**config.mk**
```make
export PLATFORM = sky130hd
export DESIGN_NAME = spike_rate_decoder
export DESIGN_NICKNAME = d
export VERILOG_FILES = /design/src/rtl/spike_rate_decoder.sv
export SDC_FILE = /design/constraint.sdc
export NUM_CORES = 1
export LEC_CHECK = 0
export ABC_AREA = 1
export BUFFER_PORTS_ARGS = -buffer_cell sky130_fd_sc_hd__buf_2
export CELL_PAD_IN_SITES_DETAIL_PLACEMENT = 1
export CELL_PAD_IN_SITES_GLOBAL_PLACEMENT = 1
export CORE_MARGIN = 2
export CORE_UTILIZATION = 41
export CTS_BUF_LIST = sky130_fd_sc_hd__clkbuf_8
export CTS_CLUSTER_DIAMETER = 30
export DETAILED_ROUTE_END_ITERATION = 8
export HOLD_SLACK_MARGIN = 0.15
export PLACE_DENSITY_LB_ADDON = 0.1
export SETUP_SLACK_MARGIN = 0.3
export SLEW_MARGIN = 5
export SYNTH_ARGS = -nofsm -noshare
export SYNTH_HDL_FRONTEND = slang
export SYNTH_SLANG_ARGS = --single-unit
```
**constraint.sdc**
```tcl
create_clock -name clk -period 2.3 [get_ports clk]
set_clock_uncertainty 0.15 [all_clocks]
set_input_delay 0.46 -clock clk [delete_from_list [all_inputs] [get_ports clk]]
set_output_delay 0.46 -clock clk [all_outputs]
set_load 0.01 [all_outputs]
```
**src/rtl/spike_rate_decoder.sv**
```systemverilog
//------------------------------------------------------------------------------
// Module      : spike_rate_decoder
// Description : Counts spikes over a fixed window of enabled cycles and scales
//               the count to a 0..2^OUT_W-1 rate estimate, offered through a
//               1-deep valid/ready output buffer with a sticky overrun flag.
//               Optional macro SPIKE_DEC_SMOOTH_EN adds an EMA smoother
//               (shift ALPHA_SH) on the window results.
// Revision    : 1.0 - initial release
//------------------------------------------------------------------------------
`default_nettype none

module spike_rate_decoder #(
  parameter int N_CH     = 1,
  parameter int WINDOW   = 32,
  parameter int OUT_W    = 16,
  parameter int ALPHA_SH = 2
) (
  input  logic             clk,
  input  logic             rst,          // asynchronous, active-low
  input  logic             enable,
  input  logic             clear,
  input  logic [N_CH-1:0]  spike_in,
  output logic             out_valid,
  input  logic             out_ready,
  output logic [OUT_W-1:0] out_data,
  output logic             window_done,
  output logic             overrun
);

  localparam int c_TOTAL = WINDOW * N_CH;
  localparam int c_CNT_W = $clog2(c_TOTAL + 1);
  localparam int c_IDX_W = (WINDOW > 1) ? $clog2(WINDOW) : 1;
  localparam int c_LOG2  = $clog2(c_TOTAL);
  localparam int c_SH    = OUT_W - c_LOG2;

  // Elaboration-time guards on the parameter set
  if ((c_TOTAL & (c_TOTAL - 1)) != 0 || c_TOTAL > 65536 || c_SH < 0) begin : g_bad_window
    $error("spike_rate_decoder: WINDOW*N_CH must be a power of two <= 2^OUT_W");
  end
  if (ALPHA_SH < 1 || ALPHA_SH > 8) begin : g_bad_alpha
    $error("spike_rate_decoder: ALPHA_SH must be in 1..8");
  end

  logic [c_IDX_W-1:0] r_idx;
  logic [c_CNT_W-1:0] r_cnt;
  logic [OUT_W-1:0]   r_data;
  logic               r_valid;
  logic               r_done;
  logic               r_overrun;

  logic [c_CNT_W-1:0] w_pop;
  logic [c_CNT_W-1:0] w_cnt_next;
  logic               w_last;
  logic [OUT_W-1:0]   w_raw;
  logic [OUT_W-1:0]   w_result;
  logic               w_consume;

  // Number of spike lines active this cycle
  always_comb begin
    w_pop = '0;
    for (int i = 0; i < N_CH; i++) begin
      w_pop = w_pop + c_CNT_W'(spike_in[i]);
    end
  end

  assign w_cnt_next = r_cnt + w_pop;
  assign w_last     = (r_idx == c_IDX_W'(WINDOW - 1));
  assign w_consume  = r_valid & out_ready;

  // A full window cannot be represented after the shift, so it saturates
  assign w_raw = (w_cnt_next == c_CNT_W'(c_TOTAL)) ? {OUT_W{1'b1}}
                                                   : (OUT_W'(w_cnt_next) << c_SH);

`ifdef SPIKE_DEC_SMOOTH_EN
  logic signed [OUT_W:0] w_diff;
  logic signed [OUT_W:0] w_step;
  logic signed [OUT_W:0] w_sum;

  // EMA step toward the new raw value; r_data doubles as the ema state
  always_comb begin
    w_diff   = $signed({1'b0, w_raw}) - $signed({1'b0, r_data});
    w_step   = w_diff >>> ALPHA_SH;
    w_sum    = $signed({1'b0, r_data}) + w_step;
    w_result = w_sum[OUT_W-1:0];
  end
`else
  assign w_result = w_raw;
`endif

  // Window counting, result load, handshake and overrun tracking
  always_ff @(posedge clk or negedge rst) begin
    if (!rst) begin
      r_idx     <= '0;
      r_cnt     <= '0;
      r_data    <= '0;
      r_valid   <= 1'b0;
      r_done    <= 1'b0;
      r_overrun <= 1'b0;
    end else if (clear) begin
      r_idx     <= '0;
      r_cnt     <= '0;
      r_valid   <= 1'b0;
      r_done    <= 1'b0;
      r_overrun <= 1'b0;
`ifdef SPIKE_DEC_SMOOTH_EN
      r_data    <= '0;
`endif
    end else begin
      r_done <= 1'b0;
      if (enable && w_last) begin
        // Window ends: load the result; a same-edge consume frees the slot
        r_idx   <= '0;
        r_cnt   <= '0;
        r_data  <= w_result;
        r_valid <= 1'b1;
        r_done  <= 1'b1;
        if (r_valid && !out_ready) begin
          r_overrun <= 1'b1;
        end
      end else begin
        if (enable) begin
          r_idx <= r_idx + c_IDX_W'(1);
          r_cnt <= w_cnt_next;
        end
        if (w_consume) begin
          r_valid <= 1'b0;
        end
      end
    end
  end

  assign out_valid   = r_valid;
  assign out_data    = r_data;
  assign window_done = r_done;
  assign overrun     = r_overrun;

endmodule

`default_nettype wire
```
==> flow_metrics.tcl <==
set metrics [dict create \
    outcome "finished clean" \
    grt_start_max_net_pins 21 \
    instances_no_fill 168 \
    crit_fanout 6 \
    ios 25 \
    critPathLaunch "r_cnt[0]$_DFFE_PN0P_" \
    synth_seq_cells 20 \
    synthToLayoutAreaGrowth_pct 14.3 \
    ant_nets 0 \
    endpoint_kind "flop" \
    drc 0 \
    drtPass1Iterations 4 \
    vias 847 \
    yosysSeqAreaShare 0.459 \
    die_w_microns 55.6 \
    fillers 315 \
    layout_common_cells "buf_2 (24), dfrtp_1 (20), nand2_1 (18)" \
    antenna_found_initial 0 \
    route.detailed.wl_per_inst_microns 13.7 \
    cts_root_buf "clkbuf_8" \
    clk_latency_ns 0.26 \
    die_h_microns 55.6 \
    finalSetupViolations 0 \
    initial_core_util 0.436 \
    worst_r2r_path_depth 7 \
    vias_per_cell 5.04 \
    hold_path_class "input pin to flop" \
    htree_levels 1 \
    core_sq_um 2500 \
    cts.sinks 20 \
    grt_pass1_wl_microns 4010 \
    max_freq_mhz 547 \
    worstSetupPathType "flop to flop" \
    ys_warn_count 0 \
    hold_depth 2 \
    antenna-diode-count 0 \
    cts-resized-gates 0 \
    slew_violations 0 \
    syn_nets 130 \
    reg2reg_from "r_cnt[0]$_DFFE_PN0P_" \
    min_period_ns 1.83 \
    port_buffers 24 \
    irDropWorstVdd_uv 491 \
    cp.arrival_ns 1.88 \
    grt.overflow.total 0 \
    clkSlewWorstSetupHoldPaths_ns 0.08 \
    fin_nets 149 \
    wirelength_microns 2310 \
    cts_buffers 3 \
    dieArea_sq_um 3090 \
    fin_crit_sh 0.795 \
    syn_avg_cell_area_sq_um 9.09 \
    rows 18 \
    drive_gt1_frac 0.348 \
    dp_hpwl_microns 1780 \
    post_cts_buffers 0 \
    cts.path.max_buffers 2 \
    finalHoldViolCount 0 \
    place_inst 163 \
    power-per-cell-area_nw_per_um2 657 \
    leakage_nw 0.642 \
    gp_congestion 0.748 \
    cts_tree "done" \
    crit_path_start_kind "flop" \
    grtUsageTotal 0.160 \
    final_common_cell "buf_2" \
    synthCells 120 \
    drt_iter0_markers 19 \
    setup_tns_ns 0 \
    drv_cap 0 \
    maxSlewHeadroom 0.683 \
    min_from "clear" \
    rsz0062_at_grt "false" \
    netlist_area_sq_um 1090 \
    holdBufCountCts 1 \
    grt_pass1_vias 859 \
    required_ns 2.35 \
    synth_cell_type_count 23 \
    worst_pin_slew_ns 0.476 \
]
-- critical path: stages, from the launching register on --
cell and delay (ns):
dfrtp_1 0.39, ha_1 0.24, ha_1 0.33, nor2_1 0.15
nand3_2 0.10, nor2_4 0.13, nand3_4 0.13, a21oi_2 0.15
-- where the power goes --
group	internal, W	switching, W
combinational	0.0000305	0.0000492
sequential	0.000368	0.0000111
clock	0.000232	0.000129
-- final cells by class --
type,count,area [sq um],area share
well taps,30,37.5,0.0301
clock buffers,3,41.3,0.0331
multi-input cells,76,458,0.367
clock inverters,1,30.0,0.0241
inverters,13,50.0,0.0401
flip-flops and latches,20,500,0.401
repair buffers,25,130,0.104
-- registers in the layout, indices dropped and copies added (netlist names) --
signal	count
out_data	6
out_valid	1
overrun	1
r_cnt	6
r_idx	5
window_done	1
-- final timing paths --
check / endpoint / slack [ns]
max in group asynchronous: r_idx[2]$_DFFE_PN0P_ / 1.15
worst max-delay path: out_data[14]$_DFFE_PN0P_ / 0.47
min in group asynchronous: out_data[15]$_DFFE_PN0P_ / 0.52
worst min register to register: overrun$_DFFE_PN0P_ / 0.35
worst min-delay path: out_valid$_DFFE_PN0P_ / 0.30
worst max register to register: out_data[14]$_DFFE_PN0P_ / 0.47
-- layer usage --
metal	share of wire	GRT usage	up-vias
li1	-	-	422
met1	0.45	0.199	396
met2	0.49	0.274	26
met3	0.054	0.0209	3
met4	0.013	0.0732	0
met5	0	0	-
-- synthesized netlist by cell type --
cell / number / share of area
ha_1: 4 / 0.046
a21oi_1: 3 / 0.014
nor2_2: 1 / 0.0057
inv_1: 10 / 0.034
a32o_1: 3 / 0.028
nor2_4: 3 / 0.031
nand3_1: 5 / 0.023
o21ai_1: 1 / 0.0046
nand2_1: 18 / 0.062
o21ai_2: 1 / 0.0080
dfrtp_1: 20 / 0.46
nor2_1: 16 / 0.055
nand3_2: 2 / 0.018
nand2_2: 4 / 0.023
nand3_4: 1 / 0.016
a21oi_2: 5 / 0.040
buf_4: 11 / 0.076
nand4_1: 2 / 0.011
o22ai_1: 1 / 0.0057
clkinv_2: 1 / 0.0046
inv_2: 2 / 0.0069
and3_1: 1 / 0.0057
o21ai_0: 5 / 0.023
-- cell families after synthesis --
kind of cell | synth area share
AND/OR/NAND/NOR | 0.251
adder cells (fa/ha/maj) | 0.0459
AO/OA/AOI/OAI | 0.123
flip-flops | 0.459
buffers and inverters | 0.122
-- stage by stage --
stage               hold slack [ns]  utilization  setup slack, ns  power (W)  instance area, sq um
finish                        0.297        0.499            0.470   0.000820                  1250
floorplan                    0.0144            -            0.512   0.000438                  1090
global route                  0.293        0.499            0.342   0.000855                  1250
detailed placement            0.288        0.466            0.262   0.000468                  1170
global placement              0.289        0.466            0.344   0.000463                  1170
CTS                           0.295        0.499            0.443   0.000829                  1250
Note: power is estimated with default switching activity, not from simulation.
